## config.mk

```make
export PLATFORM = sky130hd
export DESIGN_NAME = rib_arbiter
export DESIGN_NICKNAME = d
export VERILOG_FILES = /design/src/rtl/rib_arbiter.sv
export SDC_FILE = /design/constraint.sdc
export NUM_CORES = 1
export LEC_CHECK = 0
export ABC_AREA = 1
export BUFFER_PORTS_ARGS = -buffer_cell sky130_fd_sc_hd__buf_2
export CORE_AREA = 2 2 45 47
export CTS_CLUSTER_SIZE = 40
export DETAILED_ROUTE_END_ITERATION = 8
export DIE_AREA = 0 0 47 49
export GPL_TIMING_DRIVEN = 0
export PLACE_DENSITY_LB_ADDON = 0.05
export SKIP_LAST_GASP = 1
export SYNTH_ARGS = -nofsm -noshare
export SYNTH_HDL_FRONTEND = slang
export SYNTH_SLANG_ARGS = --single-unit
```

## constraint.sdc

```tcl
create_clock -name clk -period 5.1 [get_ports clk]
set_clock_uncertainty 0.05 [all_clocks]
set_input_delay 0.51 -clock clk [delete_from_list [all_inputs] [get_ports clk]]
set_output_delay 0.51 -clock clk [all_outputs]
set_load 0.05 [all_outputs]
```

## src/rtl/rib_arbiter.sv

```systemverilog
// Registered round-robin arbiter for the four-master system bus.
// Grants are lockable and bounded by a MAX_HOLD preemption counter; hold_flag_o stalls waiting requesters.
module rib_arbiter #(
    parameter int MAX_HOLD = 16
) (
    input  logic       clk,
    input  logic       rst,
    input  logic [3:0] req_i,
    input  logic [3:0] lock_i,
    output logic [1:0] grant_o,
    output logic [3:0] grant_oh_o,
    output logic       grant_valid_o,
    output logic       hold_flag_o,
    output logic       dbg_state_o
);

    localparam int CW = (MAX_HOLD > 1) ? $clog2(MAX_HOLD) : 1;
    localparam logic [CW-1:0] CNT_MAX = CW'(MAX_HOLD - 1);

    typedef enum logic {
        IDLE    = 1'b0,
        GRANTED = 1'b1
    } state_t;

    state_t          r_state;
    state_t          w_state_nxt;
    logic [1:0]      r_grant;
    logic [1:0]      w_grant_nxt;
    logic [1:0]      r_ptr;
    logic [1:0]      w_ptr_nxt;
    logic [CW-1:0]   r_cnt;
    logic [CW-1:0]   w_cnt_nxt;

    logic [3:0]      w_gmask;
    logic [3:0]      w_others;
    logic            w_release;
    logic            w_valid;

    // First requester in the order p+1, p+2, p+3, p.
    function automatic logic [1:0] rr_pick(input logic [1:0] p, input logic [3:0] r);
        logic [1:0] idx;
        rr_pick = p;
        for (int k = 4; k >= 1; k--) begin
            idx = p + 2'(k);
            if (r[idx]) rr_pick = idx;
        end
    endfunction

    assign w_valid   = (r_state == GRANTED);
    assign w_gmask   = 4'b0001 << r_grant;
    assign w_others  = req_i & ~w_gmask;
    assign w_release = !req_i[r_grant] ||
                       ((r_cnt == CNT_MAX) && !lock_i[r_grant] && (|w_others));

    always_comb begin
        w_state_nxt = r_state;
        w_grant_nxt = r_grant;
        w_ptr_nxt   = r_ptr;
        w_cnt_nxt   = r_cnt;
        case (r_state)
            IDLE: begin
                if (|req_i) begin
                    w_state_nxt = GRANTED;
                    w_grant_nxt = rr_pick(r_ptr, req_i);
                    w_ptr_nxt   = w_grant_nxt;
                    w_cnt_nxt   = '0;
                end
            end
            GRANTED: begin
                if (w_release) begin
                    // Hand over directly when anyone else waits, so there is no idle bubble.
                    if (|w_others) begin
                        w_grant_nxt = rr_pick(r_grant, w_others);
                        w_ptr_nxt   = w_grant_nxt;
                        w_cnt_nxt   = '0;
                    end else begin
                        w_state_nxt = IDLE;
                    end
                end else if (r_cnt != CNT_MAX) begin
                    w_cnt_nxt = r_cnt + 1'b1;
                end
            end
            default: w_state_nxt = IDLE;
        endcase
    end

    always_ff @(posedge clk) begin
        if (rst) begin
            r_state <= IDLE;
            r_grant <= 2'd0;
            r_ptr   <= 2'd3;
            r_cnt   <= '0;
        end else begin
            r_state <= w_state_nxt;
            r_grant <= w_grant_nxt;
            r_ptr   <= w_ptr_nxt;
            r_cnt   <= w_cnt_nxt;
        end
    end

    assign grant_o       = r_grant;
    assign grant_valid_o = w_valid;
    assign grant_oh_o    = w_valid ? w_gmask : 4'b0000;
    assign hold_flag_o   = rst ? 1'b0 : |(req_i & ~grant_oh_o);
    assign dbg_state_o   = w_valid;

endmodule
```

==> impl_metrics.yaml <==
run_status:
  outcome: "finished, final reports clean"
die:
  die_w_um: 47
  design.die.area_um2: 2300
  initial_core_util: 0.519
  pin_count: 19
  die_y_um: 49
  core_um2: 1840
  rows: 16
min_path:
  hold_class: "reg2reg"
  whs_path_depth: 2
global_routing:
  antenna_found_initial: 0
  grt_max_degree: 11
  grt_first_pass_wirelength_um: 3860
  overflow: 0
  grt_use_total: 0.220
  grt_pass1_vias: 987
sta:
  setup_viol: 0
  slew_viol_final: 0
  layout_min_cycle_time_ns: 2.55
  tightest_slew_ns: 0.401
  hold_viol: 0
  rsz0062_at_grt: "no"
  hold_ws_ns: 0.462
  slew_headroom: 0.733
  fin_crit_sh: 0.500
  setup_tns_ns: 0
  fmax_ghz: 0.392
detailed_routing:
  drt_iter0_markers: 12
  ant_nets: 0
  wire_per_inst_um: 10.1
  wirelength_um: 2150
  drc: 0
  routed_via_density: 4.93
  vias: 1045
  drt_pre_antenna_iters: 4
clock_tree:
  post-cts-setup-buffers: 0
  cts.clk_slew.worst_paths_ns: 0.07
  cts_max_path_buffers: 2
  clock_sinks: 9
  clockRootBuffer: "clkbuf_4"
  cts_resized: 0
  cts_tree: "built"
  cts_buffers: 3
  cts_hold_buf: 0
  htree_levels: 1
  clock_latency_ns: 0.26
logic_synthesis:
  yosys_warnings: 0
  yosys_most_used_dff: "dfxtp_1"
  yosys.area.top_type: "nand2_1"
  ys_seq_area_frac: 0.188
  netlist_area_um2: 956
  synth_cell_types: 26
  syn_nets: 179
  synth_edf_count: 0
  ys_async_sr_fraction: 0
  synth_area_leaders: "nand2_1, dfxtp_1, inv_1"
  synth_top_area_share: 0.236
  synth.avg_cell_area_um2: 5.83
  synth-seq-cells: 9
  synth_cells: 164
worst_setup_path:
  critPathMaxFanout: 9
  critPathRequiredTime_ns: 4.54
  setup.worst_path.start_class: "flip-flop"
  crit_type: "reg2out"
  arrival_ns: 1.99
  r2r_cells: 15
  cp-end-kind: "primary output"
cells_and_area:
  final_common_cell: "nand2_1"
  num_antenna_cells: 0
  final_cell_mix: "nand2_1, inv_1, buf_2"
  synthToLayoutAreaGrowth_pct: 15.2
  drive_gt1_frac: 0.227
  nets: 201
run:
  maxCapViolCount: 0
power_and_ir_drop:
  finalPower_uw: 652
  peakVddDrop_mv: 0.328
  power.density_nw_per_um2: 592
  p_leak_uw: 0.000609
placed_design:
  gp_congestion: 0.835
  dp_hpwl_um: 1780
  numPortBuffers: 17
## power breakdown
group	total (uW)	internal, uW	switching, uW
clock	56.8	30.2	26.5
combinational	476	162	314
sequential	120	89.8	29.8
## worst max-delay path, cell delays in order (launching register included)
cell and delay [ns]:
dfxtp_1 0.51, inv_1 0.21, ha_1 0.24, nand2_1 0.06, inv_1 0.04, o22ai_1 0.20
nor2_2 0.10, nor2_1 0.10, buf_2 0.27
## cell usage after synthesis, types with 2 or more instances
cell      number
o22ai_1        2
nand4_1        3
dfxtp_1        9
nand3b_1       2
o21ai_2        2
nor2_2         2
nor2_4         2
inv_1         24
buf_6          2
nand2_1       60
a21oi_2        3
a21oi_1        5
inv_2          3
nand3_1       15
nand2_2        3
ha_1           5
o21ai_0        3
o21ai_1        5
nand3_2        2
nor2_1         6
## cell families (layout without fill, tap and decap cells)
logic type,after synthesis,count (layout),share of synthesized area
adders and majority gates,5,5,0.0654
DFF,9,9,0.188
AOI/OAI and AO/OA,20,20,0.127
and+or+nand+nor,97,97,0.463
buffers and inverters,32,53,0.147
xor gates and xnor gates,1,1,0.00916
## routing by layer
metal / up-vias / wire (um) / share of wire / global-route usage
li1: 555 / - / - / -
met1: 462 / 956 / 0.44 / 0.268
met2: 21 / 1090 / 0.51 / 0.386
met3: 7 / 61 / 0.028 / 0.0222
met4: 0 / 40 / 0.019 / 0.0694
met5: - / 0 / 0 / 0
## flip-flops by register name, summed over array words and instances (netlist names)
name	cells
dbg_state_o	1
grant_o	2
r_cnt	4
r_ptr	2
## per-stage QoR
step / cell area (um2) / cells / worst slack [ns] / util
after detailed placement: 1070 / 208 / 2.86 / 0.584
after global placement: 1070 / 208 / 2.86 / 0.584
after global routing: 1100 / 212 / 2.40 / 0.598
after CTS: 1100 / 212 / 2.56 / 0.598
final: 1100 / 212 / 2.55 / 0.598
after floorplan: 956 / 164 / 2.12 / -
## worst paths after layout
check	slack (ns)	endpoint	startpoint
worst max register to register	3.07	grant_o[0]	grant_o[1]
worst max-delay path	2.55	hold_flag_o	grant_o[1]
worst min-delay path	0.46	r_cnt[0]	r_cnt[0]
worst min register to register	0.46	r_cnt[0]	r_cnt[0]
## area by class of cell
class | instances | area, um2
clock buffer | 4 | 26.3
tap | 27 | 33.8
multi-input combinational | 123 | 636
timing repair buffer | 17 | 85.1
inverter | 27 | 101
sequential | 9 | 180
buffer | 5 | 38.8
fill | 212 | 741
(Power assumes the default switching activity.)
